===== src/rtl/nn_reset_sequencer_pkg.sv =====
// Shared FSM encoding and default timing constants for the multi-domain reset sequencer.
package nn_reset_sequencer_pkg;

    typedef enum logic [2:0] {
        StHold    = 3'd0,
        StGap     = 3'd1,
        StWaitAck = 3'd2,
        StDone    = 3'd3,
        StFault   = 3'd4
    } seq_state_e;

    localparam int unsigned DefNch        = 4;
    localparam int unsigned DefCntW       = 16;
    localparam int unsigned DefHoldCycles = 10;
    localparam int unsigned DefStageGap   = 8;
    localparam int unsigned DefAckTimeout = 64;
    localparam logic [DefNch-1:0] DefAckMask = 4'b0100;

    // A single-stage build still needs a 1-bit stage port.
    function automatic int unsigned stage_idx_w(int unsigned n);
        return (n > 1) ? $clog2(n) : 1;
    endfunction

endpackage


===== src/rtl/nn_delay_counter.sv =====
// Up counter with synchronous clear/enable and a terminal-count compare against a live input.
module nn_delay_counter #(
    parameter int unsigned CNT_W = 16
) (
    input  logic             clk,
    input  logic             reset,
    input  logic             clr_i,
    input  logic             en_i,
    input  logic [CNT_W-1:0] term_i,
    output logic             tc_o
);

    logic [CNT_W-1:0] cnt_q;
    logic [CNT_W-1:0] cnt_d;

    always_comb begin
        cnt_d = cnt_q;
        if (clr_i) begin
            cnt_d = '0;
        end else if (en_i) begin
            cnt_d = cnt_q + 1'b1;
        end
    end

    always_ff @(posedge clk or posedge reset) begin
        if (reset) begin
            cnt_q <= '0;
        end else begin
            cnt_q <= cnt_d;
        end
    end

    assign tc_o = (cnt_q == term_i);

endmodule


===== src/rtl/nn_reset_sequencer.sv =====
// Multi-domain reset sequencer: holds all resets until lock plus a hold count, then releases
// stages in index order, each after a fixed gap or a consumer ack (with timeout to FAULT).
module nn_reset_sequencer
    import nn_reset_sequencer_pkg::*;
#(
    parameter int unsigned       NCH         = DefNch,
    parameter int unsigned       CNT_W       = DefCntW,
    parameter int unsigned       HOLD_CYCLES = DefHoldCycles,
    parameter int unsigned       STAGE_GAP   = DefStageGap,
    parameter logic [NCH-1:0]    ACK_MASK    = DefAckMask,
    parameter int unsigned       ACK_TIMEOUT = DefAckTimeout,
    localparam int unsigned      SW          = stage_idx_w(NCH)
) (
    input  logic           clk,
    input  logic           reset,
    input  logic           lock,
    input  logic           sw_req,
    input  logic [NCH-1:0] stage_ack,
    output logic [NCH-1:0] rst_out,
    output logic           done,
    output logic           fault,
    output logic [SW-1:0]  stage
);

    seq_state_e     state_q;
    logic [NCH-1:0] rst_out_q;
    logic           done_q;
    logic           fault_q;
    logic [SW-1:0]  stage_q;

    logic [CNT_W-1:0] cnt_term;
    logic             cnt_clr;
    logic             cnt_en;
    logic             cnt_tc;

    logic          restart;
    logic          hold_done;
    logic          stage_done;
    logic          timeout;
    logic          cur_ack;
    logic [SW-1:0] next_stage;

    // Lock loss only restarts once something has been released; FAULT ignores it.
    assign restart    = sw_req | (~lock & (state_q inside {StGap, StWaitAck, StDone}));
    assign cur_ack    = stage_ack[stage_q];
    assign next_stage = stage_q + 1'b1;
    assign hold_done  = (state_q == StHold) & lock & cnt_tc;
    assign timeout    = (state_q == StWaitAck) & cnt_tc;
    assign stage_done = ((state_q == StGap) & cnt_tc) | ((state_q == StWaitAck) & ~cnt_tc & cur_ack);

    always_comb begin
        cnt_term = '0;
        case (state_q)
            StHold:    cnt_term = CNT_W'(HOLD_CYCLES - 1);
            StGap:     cnt_term = CNT_W'(STAGE_GAP - 1);
            StWaitAck: cnt_term = CNT_W'(ACK_TIMEOUT - 1);
            default:   cnt_term = '0;
        endcase
    end

    always_comb begin
        cnt_clr = 1'b1;
        cnt_en  = 1'b0;
        if (!restart) begin
            case (state_q)
                StHold: begin
                    cnt_clr = ~lock | cnt_tc;
                    cnt_en  = lock;
                end
                StGap: begin
                    cnt_clr = cnt_tc;
                    cnt_en  = 1'b1;
                end
                StWaitAck: begin
                    cnt_clr = cnt_tc | cur_ack;
                    cnt_en  = 1'b1;
                end
                default: begin
                    cnt_clr = 1'b1;
                    cnt_en  = 1'b0;
                end
            endcase
        end
    end

    nn_delay_counter #(
        .CNT_W(CNT_W)
    ) u_delay_counter (
        .clk    (clk),
        .reset  (reset),
        .clr_i  (cnt_clr),
        .en_i   (cnt_en),
        .term_i (cnt_term),
        .tc_o   (cnt_tc)
    );

    always_ff @(posedge clk or posedge reset) begin
        if (reset) begin
            state_q   <= StHold;
            rst_out_q <= '1;
            done_q    <= 1'b0;
            fault_q   <= 1'b0;
            stage_q   <= '0;
        end else if (restart) begin
            state_q   <= StHold;
            rst_out_q <= '1;
            done_q    <= 1'b0;
            stage_q   <= '0;
            if (sw_req) begin
                fault_q <= 1'b0;
            end
        end else if (hold_done) begin
            rst_out_q[0] <= 1'b0;
            stage_q      <= '0;
            state_q      <= ACK_MASK[0] ? StWaitAck : StGap;
        end else if (timeout) begin
            state_q   <= StFault;
            rst_out_q <= '1;
            fault_q   <= 1'b1;
            done_q    <= 1'b0;
        end else if (stage_done) begin
            if (stage_q == SW'(NCH - 1)) begin
                state_q   <= StDone;
                rst_out_q <= '0;
                done_q    <= 1'b1;
            end else begin
                stage_q               <= next_stage;
                rst_out_q[next_stage] <= 1'b0;
                state_q               <= ACK_MASK[next_stage] ? StWaitAck : StGap;
            end
        end
    end

    assign rst_out = rst_out_q;
    assign done    = done_q;
    assign fault   = fault_q;
    assign stage   = stage_q;

endmodule

===== config.mk =====
export PLATFORM = sky130hd
export DESIGN_NAME = nn_reset_sequencer
export DESIGN_NICKNAME = d
export VERILOG_FILES = /design/src/rtl/nn_reset_sequencer_pkg.sv /design/src/rtl/nn_delay_counter.sv /design/src/rtl/nn_reset_sequencer.sv
export SDC_FILE = /design/constraint.sdc
export NUM_CORES = 1
export LEC_CHECK = 0
export ABC_CLOCK_PERIOD_IN_PS = 2800
export CAP_MARGIN = 0
export CORE_MARGIN = 2
export CORE_UTILIZATION = 56
export CTS_CLUSTER_DIAMETER = 100
export DETAILED_ROUTE_END_ITERATION = 7
export GPL_TIMING_DRIVEN = 0
export MAX_ROUTING_LAYER = met4
export PLACE_DENSITY = 0.75
export SYNTH_ARGS = -nofsm -noshare
export SYNTH_HDL_FRONTEND = slang
export SYNTH_SLANG_ARGS = --single-unit

===== constraint.sdc =====
create_clock -name clk -period 2.8 [get_ports clk]
set_input_delay 0.28 -clock clk [delete_from_list [all_inputs] [get_ports clk]]
set_output_delay 0.28 -clock clk [all_outputs]
set_load 0.02 [all_outputs]

# Word-level counts from Yosys, hierarchy flattened
# Cells that the tools add are included.
[totals] regBits=27 inputBits=8 out_inout_bits=8 word_cells=89
[op_classes] n_addsub=2 order_cmp=3 eq_ne=9 muxes=39 bitwise_logic=15 reduce_logical=14
[ops] operator="$mux W16" count=2
[ops] operator="$pmux W6 S3" count=1
[ops] operator="$add A16 B1 Y16 const B" count=1
[ops] operator="$eq A16 B6 Y1" count=1
[ops] operator="$mux W4" count=4
[ops] operator="$mux W1" count=15
[ops] operator="$mux W3" count=5
[ops] operator="$mux W2" count=7
[ops] operator="$reduce_bool A3 Y1" count=4
[ops] operator="$reduce_and A3 Y1" count=3
[ops] operator="$and A1 B1 Y1" count=7
[ops] operator="$eq A3 B2 Y1 const B" count=2
[ops] operator="$lt A2 B3 Y1 const B" count=2
[ops] operator="$ne A3 B3 Y1 const B" count=2
[ops] operator="$and A4 B4 Y4" count=1
[ops] operator="$bmux W1 S2" count=2
[ops] operator="$ne A2 B2 Y1 const B" count=2
[ops] operator="$not A4 Y4" count=1
[ops] operator="$or A1 B1 Y1" count=4
[ops] operator="$reduce_bool A2 Y1" count=2
[ops] operator="$reduce_bool A4 Y1" count=1
[ops] operator="$eq A3 B1 Y1 const B" count=1
[ops] operator="$logic_not A3 Y1" count=1
[ops] operator="$pmux W1 S3" count=1
[ops] operator="other kinds (9)" count=10

# Logic depth before layout (Yosys ltp)
# Gate-level depths: netlist of run 1.
[logic_depth] depth_word=12 mapped_depth=8

# Modules after synthesis
# From an unflattened synthesis of run 1, not the netlist that was laid out.
[unflattened] cells_unflattened=183 area_unflattened_um2=1800.5
[by_module_without_submodules] mod="nn_delay_counter" n_inst=1 cells_per_inst=101 area_per_inst_um2=1003.5 seq_area_each_um2=400.4
[by_module_without_submodules] mod="nn_reset_sequencer" n_inst=1 cells_per_inst=82 area_per_inst_um2=797.0 seq_area_each_um2=280.3

# Worst setup path before layout of run 1
# No wires, ideal clock.
[synth_timing] path_kind="reg-to-reg" from="reg state_q[2]" to="reg stage_q[0], in the netlist stage[0]" setup_ps=79 arrival_ps=2026 required_ps=2721 path_slack_ps=695 stages_incl_launch_ff=8 path_buffers=1 synth_period_minus_slack_ps=2105 cell_sequence="dfrtp_1 buf_2 nor3b_2 mux2_4 nor3_4 nand4_1 a211oi_2 mux2i_1"
[synth_between] elab_chain_len=9 word_cells_on_any_way=23 cone_classes="eq/ne: 6; mux: 3; bitwise: 10; reduce/logical: 4"
[synth_rtl] element="start, declared" line_no="nn_reset_sequencer.sv:25" source="seq_state_e state_q;"
[synth_rtl] element="start signal, assigned" line_no="nn_reset_sequencer.sv:99" source="state_q <= StHold;"
[synth_rtl] element="start signal, assigned" line_no="nn_reset_sequencer.sv:105" source="state_q <= StHold;"
[synth_rtl] element="start signal, assigned" line_no="nn_reset_sequencer.sv:115" source="state_q <= ACK_MASK[0] ? StWaitAck : StGap;"
[synth_rtl] element="$eq A3 B2 Y1, or another cell as far along"
[synth_rtl] element="$pmux W6 S3" line_no="nn_reset_sequencer.sv:53" source="case (state_q)"
[synth_rtl] element="$eq A16 B6 Y1" line_no="nn_delay_counter.sv:33" source="assign tc_o = (cnt_q == term_i);"
[synth_rtl] element="$not A1 Y1" line_no="nn_reset_sequencer.sv:49" source="assign stage_done = ((state_q == StGap) & cnt_tc) | ((state_q == StWaitAck) & ~cnt_tc & cur_ack);"
[synth_rtl] element="$and A1 B1 Y1 (2 in a row)" line_no="nn_reset_sequencer.sv:49"
[synth_rtl] element="$or A1 B1 Y1" line_no="nn_reset_sequencer.sv:49"
[synth_rtl] element="$reduce_bool A3 Y1 (no source line)"
[synth_rtl] element="$reduce_and A3 Y1 (no source line)"
[synth_rtl] element="end signal, assigned" line_no="nn_reset_sequencer.sv:127" source="stage_q <= next_stage;"
[synth_rtl] element="end, declared" line_no="nn_reset_sequencer.sv:29" source="logic [SW-1:0] stage_q;"
# Parallel ways exist; a longest one is shown, timed or not.
# A chain may end at the register's enable or synchronous reset.

# Final worst setup path of run 1
# Ends and elaborated chain as after synthesis.

==> summary.md, run 1 <==
| Metric | Value |
|---|---|
| Worst Setup Slack, final | `339 ps` |
| Outcome | `complete, no violations` |
| Mapped Cells | `179` |
| Avg Inst Size Synth | `9.39 um2` |
| Unrepaired setup endpoints after global routing | `false` |
| Maxcap violations | `0` |
| Worst Clk Skew | `4.81 ps` |
| Worst flop-to-flop path endpoint | `stage[0]` |
| Post CTS Setup Buffer Count | `0` |
| Routed wire length | `3430 um` |
| Initial core utilization | `59.9%` |
| Flops & latches, synth | `27` |
| Core area | `2810 um2` |
| Leakage power | `0.790 nW` |
| Routed Antenna Nets | `0` |
| Normalized max-slew margin | `33.2%` |
| GPL Wtd Cong | `0.927` |
| Share of cells above drive strength 1 | `15.2%` |
| Crit-path slowest cell | `dfrtp_1` |
| TritonCTS clock tree | `done` |
| Num CTS Buffers | `3` |
| Crit-path cells | `buf_2 -> nor3b_2 -> mux2_4 -> nor3_4 -> nand4_1 -> a211oi_2 -> mux2i_1` |
| Final-report max-slew violation count | `0` |
| CP delay by family, top | `simple AND/OR/NAND/NOR gates` |
| # diodes | `0` |
| GRT Residual Overflow | `0` |
| Wire per inst | `15.0 um` |
| Wire length of the first global-routing pass | `5940 um` |
| Number of global-route vias before repair | `1313` |
| Post-CTS resize count | `0` |
| Worst hold path class | `in2async` |
| Width of the die | `58.8 um` |
| Vias | `1404` |
| Main synth FF type | `dfrtp_1` |
| CTS HTree Levels | `1` |
| WP buf/inv | `1` |
| Critical path class | `reg2reg` |
| Final setup fails | `0` |
| Seq/Total Area, Yosys | `40.5%` |
| I/O Buffers | `15` |
| Synth warn | `0` |
| DP Wirelength | `2550 um` |
| Place WS | `400 ps` |
| Post-synth top area share | `34.2%` |
| Worst path max stage delay | `390 ps` |
| Pin count of the biggest net entering global routing | `28` |
| Logic pwr share | `20.8%` |
| CTS sink cnt | `27` |
| P_int | `0.000514 W` |
| CP Capture Point | `stage[0]` |
| CP required | `3070 ps` |
| GRT met1 Usage | `31.6%` |
| P per Cell Area | `392 nW/um2` |
| Number of remaining DRC errors | `0` |
| Critical path depth | `7` |
| CTS Buffer Depth | `2` |
| Clk_lat worst skew | `340 ps` |
| Placed Area | `1870 um2` |
| Ys async rst share | `100%` |
| Peak VDD IR | `224 uV` |
| # IOs | `16` |
| # hold bufs at CTS | `0` |
| Psw | `0.000232 W` |
| Clock group share of total power | `24.0%` |
| Die footprint | `3460 um2` |
| EDFF count, synth | `0` |
| Worst Setup SP | `state_q[2]` |
| R2R setup slack | `340 ps` |
| Sw frac | `31.1%` |
| Power consumption | `0.000745 W` |
| Worst Setup End Kind | `flop` |
| DRT iter0 DRCs | `93` |
| R2R cell count | `7` |
| Top post-synthesis cells by area | `dfrtp_1 34%, nor2_1 6.5%, dfstp_2 6.3%` |
| Slew @ Worst Pin | `1000 ps` |
| Via density | `6.13` |
| Final Hold Fails | `0` |
| Rows | `19` |
| Reg clk slew, reported paths | `150 ps` |
| Clock Root Buffer | `clkbuf_4` |
| Crit path launch type | `flop` |
| Total negative slack | `0 ps` |
| Sequential power share | `55.2%` |
| Initial antenna violation count | `0` |
| NumNets Final | `212` |
| Fillers | `225` |
| Critical Path AT | `2730 ps` |
| Die Height | `58.8 um` |
| FMAX | `0.406 GHz` |
| Distinct cell type count after synthesis | `47` |
| Synth-to-layout area growth | `13.0%` |
| Met2 Resource Use GR | `36.0%` |
| Area leader, netlist | `dfrtp_1` |
| GRT met3 Usage | `2.64%` |
| Critical Path Fanout Max | `8` |
| Top Usage Layer GRT | `met2` |
| Period utilisation layout | `87.9%` |
| Tot GR Track Use | `23.0%` |
| Worst r2r src | `state_q[2]` |
| Mapped cell area | `1680 um2` |
| Drt pass-1 iters | `4` |
| Final Cell Area | `1900 um2` |
| Synthesized Nets | `192` |
| Tmin final | `2460 ps` |
-- cell usage in the layout, fill, tap and decap left out, types with 2 or more instances in the layout --
master           count
a211oi_2             2
a21oi_1              6
nand4_1              4
inv_1               11
xor2_1              10
buf_2                6
a2111o_1             2
nand3_1              8
nor3_1               5
o31ai_1              2
dfstp_2              4
o21ai_0              4
and2_1               3
nor2_1              29
clkdlybuf4s50_1     15
nor4_1               3
and3_1               3
mux2i_1              3
xnor2_1              5
nand2_1             11
ha_1                 5
dfrtp_1             23
a211oi_1             2
and4_1               3
o221ai_2             2
clkbuf_4             3
-- cell families after synthesis --
group                    count (synthesis)  synth area share [%]
XOR/XNOR                                15                  7.81
multiplexers                             5                  4.02
flip-flops                              27                  40.5
AND/OR/NAND/NOR                         77                  23.5
buffers and inverters                   18                  4.54
AO/OA/AOI/OAI                           32                  15.9
adder cells (fa/ha/maj)                  5                  3.72
-- registers in the layout, summed over array words and instances (netlist names) --
register and flops:
done 1, fault 1, rst_out 4, stage 2
state_q 3, u_delay_counter.cnt_q 16
-- synthesized netlist by cell type, drive strengths merged, types with 4 or more instances --
| library cell | instances |
|---|---|
| o21ai | 4 |
| xor2 | 10 |
| nand2 | 11 |
| nand4 | 4 |
| dfrtp | 23 |
| and2 | 4 |
| ha | 5 |
| buf | 6 |
| inv | 11 |
| a211oi | 4 |
| dfstp | 4 |
| and3 | 4 |
| xnor2 | 5 |
| nand3 | 8 |
| a21oi | 6 |
| nor3 | 6 |
| nor2 | 29 |
-- power by group through the flow --
stage	sequential, W	clock, W	combinational (W)
global placement	0.000418	0	0.000148
floorplan	0.000419	0	0.000109
global route	0.000414	0.000197	0.000169
finish	0.000412	0.000179	0.000155
CTS	0.000412	0.000186	0.000154
detailed placement	0.000418	0	0.000153
-- through the flow --
stage	hold WS, ps	utilization (%)	instances
floorplan	330	-	179
global placement	464	66.7	225
detailed placement	479	66.7	225
CTS	500	67.8	229
global route	524	67.8	229
finish	456	67.8	229
-- metal layers --
layer	routed length [um]	share of wire [%]
met1	1600	47
met2	1640	48
met3	148	4.3
met4	42	1.2
met5	0	0
-- area by class of cell --
type / instances / area [um2] / area share [%]
clock buffers: 3 / 22.5 / 1.18
well taps: 31 / 38.8 / 2.04
clock inverters: 1 / 7.51 / 0.395
multi-input cells: 134 / 925 / 48.7
inverters: 11 / 41.3 / 2.17
repair buffers: 15 / 150 / 7.90
flip-flops and latches: 27 / 681 / 35.8
plain buffers: 7 / 35.0 / 1.84
-- how the worst min path moves through the flow --
stage	endpoint	slack, ps	depth (start not counted)
after global placement	rst_out[2]	460	2
final	u_delay_counter.cnt_q[13]	460	2
after CTS	u_delay_counter.cnt_q[11]	500	2
after global routing	rst_out[2]	520	2
after floorplan	done	330	1
after detailed placement	rst_out[2]	480	2
No activity file was read; power rests on OpenSTA's default activity.
==> run 2, diff against run 1 <==
--- a/config.mk
+++ b/config.mk
@@ -6,7 +6,7 @@
 export NUM_CORES = 1
 export LEC_CHECK = 0
 export ABC_CLOCK_PERIOD_IN_PS = 2800
-export CAP_MARGIN = 0
+export CAP_MARGIN = 30
 export CORE_MARGIN = 2
 export CORE_UTILIZATION = 56
 export CTS_CLUSTER_DIAMETER = 100
==> run 2 against run 1 <==
  * Utilization grew 1.0 points
  * Total power rose by 2.1%
  * Global-route usage up 0.40 points
  * Fmax up 0.57%
  * Sequential power is essentially flat
  * Clock-buffer cell count is the same
  * Critical path type unchanged
  * Critical endpoint unchanged
  * Highest routed layer unchanged
==> summary.md, run 2 (synthesis gave the netlist of run 1 again) <==
| Metric | Value |
|---|---|
| Outcome | `complete, no violations (unchanged)` |
| Die footprint | `3460 um2 (unchanged)` |
| Number of flip-flops in the largest register | `16 (unchanged)` |
| I/O Buffers | `15 (unchanged)` |
| Post CTS Setup Buffer Count | `0 (unchanged)` |
| Final Hold Fails | `0 (unchanged)` |
| Critical path class | `reg2reg (unchanged)` |
| Pin count of the biggest net entering global routing | `18 (was 28)` |
| GPL Wtd Cong | `0.927 (unchanged)` |
| Die Height | `58.8 um (unchanged)` |
| Worst hold path class | `in2async (unchanged)` |
| Leakage power | `0.807 nW (was 0.790 nW)` |
| P per Cell Area | `395 nW/um2 (was 392 nW/um2)` |
| Reg area | `681 um2 (unchanged)` |
| Psw | `0.000240 W (was 0.000232 W)` |
| Fillers | `225 (unchanged)` |
| Rows | `19 (unchanged)` |
| Wire length of the first global-routing pass | `6200 um (was 5940 um)` |
| Initial antenna violation count | `0 (unchanged)` |
| TritonCTS clock tree | `done (unchanged)` |
| Critical Path AT | `2720 ps (was 2730 ps)` |
| Initial core utilization | `59.9% (unchanged)` |
| GRT Residual Overflow | `0 (unchanged)` |
| Via density | `6.17 (was 6.13)` |
| Num CTS Buffers | `3 (unchanged)` |
| Final setup fails | `0 (unchanged)` |
| CTS sink cnt | `27 (unchanged)` |
| Most frequent cells in the layout | `29 x nor2_1, 23 x dfrtp_1, 15 x clkdlybuf4s50_1 (unchanged)` |
| CTS HTree Levels | `1 (unchanged)` |
| Core area | `2810 um2 (unchanged)` |
| Clock Root Buffer | `clkbuf_4 (unchanged)` |
| P_int | `0.000521 W (was 0.000514 W)` |
| Slew @ Worst Pin | `525 ps (was 1000 ps)` |
| Period utilisation layout | `87.4% (was 87.9%)` |
| Worst Clk Skew | `1.67 ps (was 4.81 ps)` |
| Number of remaining DRC errors | `0 (unchanged)` |
| Vias | `1420 (was 1404)` |
| Crit-path cells | `buf_2 -> nor3b_2 -> mux2_4 -> nor3_4 -> nand4_1 -> a211oi_2 -> mux2i_1 (unchanged)` |
| Logic pwr share | `21.2% (was 20.8%)` |
| CP required | `3070 ps (about the same)` |
| Worst path max stage delay | `390 ps (about the same)` |
| Clk_lat worst skew | `330 ps (was 340 ps)` |
| Commonest non-fill, non-tap cell in the layout | `nor2_1 (unchanged)` |
| Routed Antenna Nets | `0 (unchanged)` |
| # IOs | `16 (unchanged)` |
| Number of global-route vias before repair | `1386 (was 1313)` |
| NumNets Final | `213 (was 212)` |
| Routed wire length | `3470 um (was 3430 um)` |
| Crit path launch type | `flop (unchanged)` |
| # hold bufs at CTS | `0 (unchanged)` |
| Multi-input gate area | `925 um2 (unchanged)` |
| Post-CTS resize count | `0 (unchanged)` |
| Power consumption | `0.000761 W (was 0.000745 W)` |
| Sw frac | `31.5% (was 31.1%)` |
| Tot GR Track Use | `23.4% (was 23.0%)` |
| Tmin final | `2450 ps (was 2460 ps)` |
| Total negative slack | `0 ps (unchanged)` |
| Place WS | `431 ps (was 400 ps)` |
| Normalized max-slew margin | `64.9% (was 33.2%)` |
| Unrepaired setup endpoints after global routing | `false (unchanged)` |
| Sequential power share | `54.2% (was 55.2%)` |
| Final-report max-slew violation count | `0 (unchanged)` |
| Reg clk slew, reported paths | `160 ps (was 150 ps)` |
| Worst Setup End Kind | `flop (unchanged)` |
| CTS Buffer Depth | `2 (unchanged)` |
| Synth-to-layout area growth | `14.7% (was 13.0%)` |
| Critical Path Fanout Max | `8 (unchanged)` |
| FMAX | `0.409 GHz (was 0.406 GHz)` |
| # diodes | `0 (unchanged)` |
| Share of cells above drive strength 1 | `15.6% (was 15.2%)` |
| WP buf/inv | `1 (unchanged)` |
| Crit-path slowest cell | `dfrtp_1 (unchanged)` |
| CP delay by family, top | `simple AND/OR/NAND/NOR gates (unchanged)` |
| Clock group share of total power | `24.7% (was 24.0%)` |
| Wire per inst | `15.1 um (was 15.0 um)` |
| Biggest register | `u_delay_counter.cnt_q (unchanged)` |
| Worst Setup Slack, final | `353 ps (was 339 ps)` |
| DP Wirelength | `2640 um (was 2550 um)` |
| Peak VDD IR | `258 uV (was 224 uV)` |
| DRT iter0 DRCs | `111 (was 93)` |
| Maxcap violations | `0 (unchanged)` |
| Drt pass-1 iters | `4 (unchanged)` |
| Width of the die | `58.8 um (unchanged)` |
==> run 2: per-stage QoR <==
step / cell area, um2 / utilization (%) / hold WS (ps) / cells
after floorplan: 1680 / - / 330 / 179
after global placement: 1870 / 66.7 / 464 / 225
after detailed placement: 1900 / 67.7 / 494 / 226
after CTS: 1930 / 68.8 / 258 / 230
after global routing: 1930 / 68.8 / 273 / 230
final: 1930 / 68.8 / 254 / 230
==> run 2: power by group through the flow <==
| stage | combinational, W | clock [W] | sequential [W] |
|---|---|---|---|
| CTS | 0.000159 | 0.000192 | 0.000412 |
| floorplan | 0.000109 | 0 | 0.000419 |
| global placement | 0.000148 | 0 | 0.000418 |
| detailed placement | 0.000159 | 0 | 0.000418 |
| global route | 0.000177 | 0.000207 | 0.000414 |
| finish | 0.000161 | 0.000188 | 0.000412 |
==> run 2: final timing paths <==
path                       slack, ps  startpoint  cells after the start                       end
max in group asynchronous       2090       reset                      3  u_delay_counter.cnt_q[4]
setup / recovery                 350  state_q[2]                      7                  stage[0]
setup reg to reg                 350  state_q[2]                      7                  stage[0]
hold / removal                   250       reset                      2                      done
min in group clk                 510  rst_out[2]                      2                rst_out[2]
hold reg to reg                  510  rst_out[2]                      2                rst_out[2]
==> run 2: layout make-up <==
| cell class | instances | share of cell area (%) |
|---|---|---|
| clock buffer | 3 | 1.17 |
| buffer | 7 | 1.82 |
| clock inverter | 1 | 0.454 |
| multi-input combinational | 134 | 47.9 |
| inverter | 11 | 2.14 |
| timing repair buffer | 16 | 9.21 |
| tap | 31 | 2.01 |
| sequential | 27 | 35.3 |
==> run 2: per-layer routing <==
layer	track usage [%]	share of wire, %
met2	35.6	47
met3	2.42	5.3
met1	33.3	47
met5	-	0
met4	6.49	1.1
==> patch 1: new RTL, config.mk and constraints of run 2 <==
`DefNch`: 4 -> 8.
--- a/src/rtl/nn_reset_sequencer_pkg.sv
+++ b/src/rtl/nn_reset_sequencer_pkg.sv
@@ -9,7 +9,7 @@
         StFault   = 3'd4
     } seq_state_e;
 
-    localparam int unsigned DefNch        = 4;
+    localparam int unsigned DefNch        = 8;
     localparam int unsigned DefCntW       = 16;
     localparam int unsigned DefHoldCycles = 10;
     localparam int unsigned DefStageGap   = 8;
Interface: changed (resized rst_out, stage and stage_ack); port bits go from 16 to 25. No check against the original RTL was run, so the function may have changed too.
==> patch 1 against run 2 <==
Sequential cell count up 5; routed wire length up 24%; sequential share of layout area down 1.2 points; hold slack better by 0.083 ns; synthesized area up 16%; synthesized cell count up 17%; largest cell class unchanged; worst setup slack worse by 0.17 ns; total power up 31%; design area up 23%.
==> patch 1: results (changes against run 2) <==
largest net degree at the start of global routing 19 (was 18); Placer Congestion 0.842 (was 0.927); register clock-pin slew on the reported worst setup and hold paths 0.10 ns (was 0.16 ns); critical path fanouts, max 10 (was 8); Register Area 811 sq um (was 681 sq um); vias in the first global route 1708 (was 1386); post-placement cell area 2270 sq um (was 1900 sq um); Lkg Pwr 0.000949 uW (was 0.000807 uW); DR WL/cell 14.8 um (was 15.1 um); Yosys cell types 51 (was 47); first-pass GRT wire length 7.50 mm (was 6.20 mm); Layout Nets 260 (was 213); complex-gate fraction of the synthesized area 17.2% (was 15.9%); final hold slack 0.337 ns (was 0.254 ns); comb_multi_in 161 (was 134); Post-Syn Nets 226 (was 192); full die area 3970 sq um (was 3460 sq um); Synth Instances 210 (was 179); CTS root buf clkbuf_4 (unchanged); Data buffer area share 13.7% (was 11.0%); H-tree Lvls 2 (was 1); Post-synth top cells nor2_1, dfrtp_1, nand2_1 (was nor2_1, dfrtp_1, inv_1, nand2_1, xor2_1); Via-to-Cell Ratio 5.80 (was 6.17); DP Cell Count 281 (was 226); CTS buffer count 5 (was 3); total track usage 24.6% (was 23.4%); Clock Skew 0.0123 ns (was 0.00167 ns); Inverters 7 (was 11); PwrDens 418 nW/um^2 (was 395 nW/um^2); Max VDD drop 0.000265 V (was 0.000258 V); Post-Synth Adder-Cell Area 2.57% (was 3.72%); final cell count without fillers 291 (was 230); Repair and plain buffers 37 (was 23); final worst slack 0.187 ns (was 0.353 ns); outcome finished, final reports clean (unchanged); dpl ws 0.214 ns (was 0.431 ns); largest cells by area after synthesis dfrtp_1, dfstp_2, nor2_1, xor2_1, a21oi_1 (was dfrtp_1, nor2_1, dfstp_2, xor2_1, ha_1); Clock Network Area Fraction 2.89% (was 1.62%); FILL cells 279 (was 225); HPWL after detailed placement 3.18 mm (was 2.64 mm); Slew @ Worst Pin 0.975 ns (was 0.525 ns); RR Endpoint state_q[1]$_DFFE_PP0P_ (was stage[0]$_DFFE_PP0P_); Initial DRC Count 112 (was 111)
-- patch 1: power breakdown --
part           total (uW)  internal (uW)  switching [uW]
registers             486            474            11.4
clock network         307            148             159
logic                 203           87.4             116
-- patch 1: logic make-up (layout without fill, tap and decap cells) --
family	count (synthesis)	after routing
compound gates	46	46
xor+xnor	17	17
fa+ha+maj	4	4
buf+inv	17	52
flops	32	32
mux	7	7
simple gates	87	87
-- patch 1: critical path: stages, from the launching register on --
cell and delay [ns]:
dfrtp_1 0.42, clkbuf_1 0.24, or3b_1 0.53, a221oi_1 0.31, and2_1 0.21, nor2b_1 0.30
a21o_1 0.32, o22ai_1 0.15
-- patch 1: routing by layer --
layer / vias to the layer above / GRT usage [%] / share of wire [%]
met1: 836 / 27.4 / 44
met2: 23 / 43.9 / 52
met3: 7 / 4.50 / 2.6
met5: - / - / 0
li1: 821 / - / -
met4: 0 / 8.61 / 1.4
-- patch 1: what timing repair did --
item                       CTS  global route
resized for setup            0             6
buffers inserted             0             2
setup endpoints to repair    0            10
==> patch 2: new RTL, settings of run 2 <==
Without the edit above. Make the reset (`reset`) synchronous in 2 clocked blocks.
--- a/src/rtl/nn_delay_counter.sv
+++ b/src/rtl/nn_delay_counter.sv
@@ -22,7 +22,7 @@
         end
     end
 
-    always_ff @(posedge clk or posedge reset) begin
+    always_ff @(posedge clk) begin
         if (reset) begin
             cnt_q <= '0;
         end else begin
--- a/src/rtl/nn_reset_sequencer.sv
+++ b/src/rtl/nn_reset_sequencer.sv
@@ -94,7 +94,7 @@
         .tc_o   (cnt_tc)
     );
 
-    always_ff @(posedge clk or posedge reset) begin
+    always_ff @(posedge clk) begin
         if (reset) begin
             state_q   <= StHold;
             rst_out_q <= '1;
Behaviour: same outputs for any inputs over 10 cycles, from zero or initial values and one cycle with reset high; that may be too few to reach the edited logic, so the function may still have changed.
==> patch 2 against run 2 <==
Sequential cell count unchanged; via count decreased by 7.7%; design area decreased by 7.8%; critical path depth increased by 1; synthesized area decreased by 7.1%; core utilization decreased by 3.2 points; routed wire length decreased by 12%; worst setup slack improved by 0.32 ns; largest cell class unchanged.
Power is not compared: it rests on default switching activity, and its combinational part moved more than twofold at a synthesized area within 25%.
==> patch 2: results (changes against run 2) <==
Clock Skew 0.0129 ns (was 0.00167 ns); wl on met1 1.41 mm (was 1.63 mm); Post-synth top cells nor2_1, dfxtp_1, nand2_1 (was nor2_1, dfrtp_1, inv_1, nand2_1, xor2_1); Placer Congestion 0.873 (was 0.927); crit path to u_delay_counter.cnt_q[9]$_SDFFE_PP0P_ (was stage[0]$_DFFE_PP0P_); FILL cells 235 (was 225); met2 WL post-DR 1.52 mm (was 1.62 mm); Most used DFF post-synth dfxtp_1 (was dfrtp_1); share of post-route cells with drive strength above 1 10.4% (was 15.6%); Post-Syn Nets 197 (was 192); CP Launch Point state_q[0]$_SDFFE_PP0P_ (was state_q[2]$_DFFE_PP0P_); Initial DRC Count 47 (was 111); max reg flops 16 (unchanged); Yosys cell types 45 (was 47); met1 Usage GRT 24.2% (was 33.3%); Layout Nets 217 (was 213); crit-path max cell delay 0.45 ns (was 0.39 ns); final hold slack 0.472 ns (was 0.254 ns); outcome finished, final reports clean (unchanged); met3 GRT Util 4.38% (was 2.42%); post-placement cell area 1750 sq um (was 1900 sq um); largest net degree at the start of global routing 16 (was 18); ys async rst share 0% (was 100%); dpl ws 0.443 ns (was 0.431 ns); FF-to-FF setup slack 0.68 ns (was 0.35 ns); first-pass GRT wire length 5.35 mm (was 6.20 mm); vias in the first global route 1295 (was 1386); met2 GRT Util 37.0% (was 35.6%); final cell count without fillers 233 (was 230); Total Wirelength 3.05 mm (was 3.47 mm); met3 routed WL 78 um (was 183 um); CP max-delay cell or4_4 (was dfrtp_1); HPWL after detailed placement 2.32 mm (was 2.64 mm); critical path fanouts, max 10 (was 8); worst path arrival time 2.34 ns (was 2.72 ns); Slew HR 61.6% (was 64.9%); total track usage 21.1% (was 23.4%); CTS root buf clkbuf_4 (unchanged); Synth Instances 183 (was 179); fmax 471 MHz (was 409 MHz); R2R Path Start state_q[0]$_SDFFE_PP0P_ (was state_q[2]$_DFFE_PP0P_)
## patch 2: cell count changes after synthesis, moves of 3 or more
cell / delta
dfxtp_1: +27
dfstp_2: -4
nand2_1: +4
buf_2: -4
inv_1: -6
dfrtp_1: -23
o211ai_1: +3
and4_1: -3
nor3b_1: +4
## patch 2: cell type report
class | instances | area (sq um) | share of cell area (%)
plain buffers | 7 | 63.8 | 3.59
clock buffers | 3 | 22.5 | 1.27
well taps | 31 | 38.8 | 2.18
multi-input cells | 144 | 938 | 52.8
clock inverters | 1 | 5.00 | 0.281
flip-flops and latches | 27 | 541 | 30.4
inverters | 5 | 18.8 | 1.06
repair buffers | 15 | 150 | 8.44
## patch 2: logic make-up (layout without fill, tap and decap cells)
kind of cell,after synthesis,count (layout),share of synthesized area (%)
mux,2,2,2.08
compound gates,31,31,14.7
buf+inv,12,31,5.29
xor+xnor,17,17,9.54
flops,27,27,34.6
simple gates,88,88,29.0
fa+ha+maj,6,6,4.81
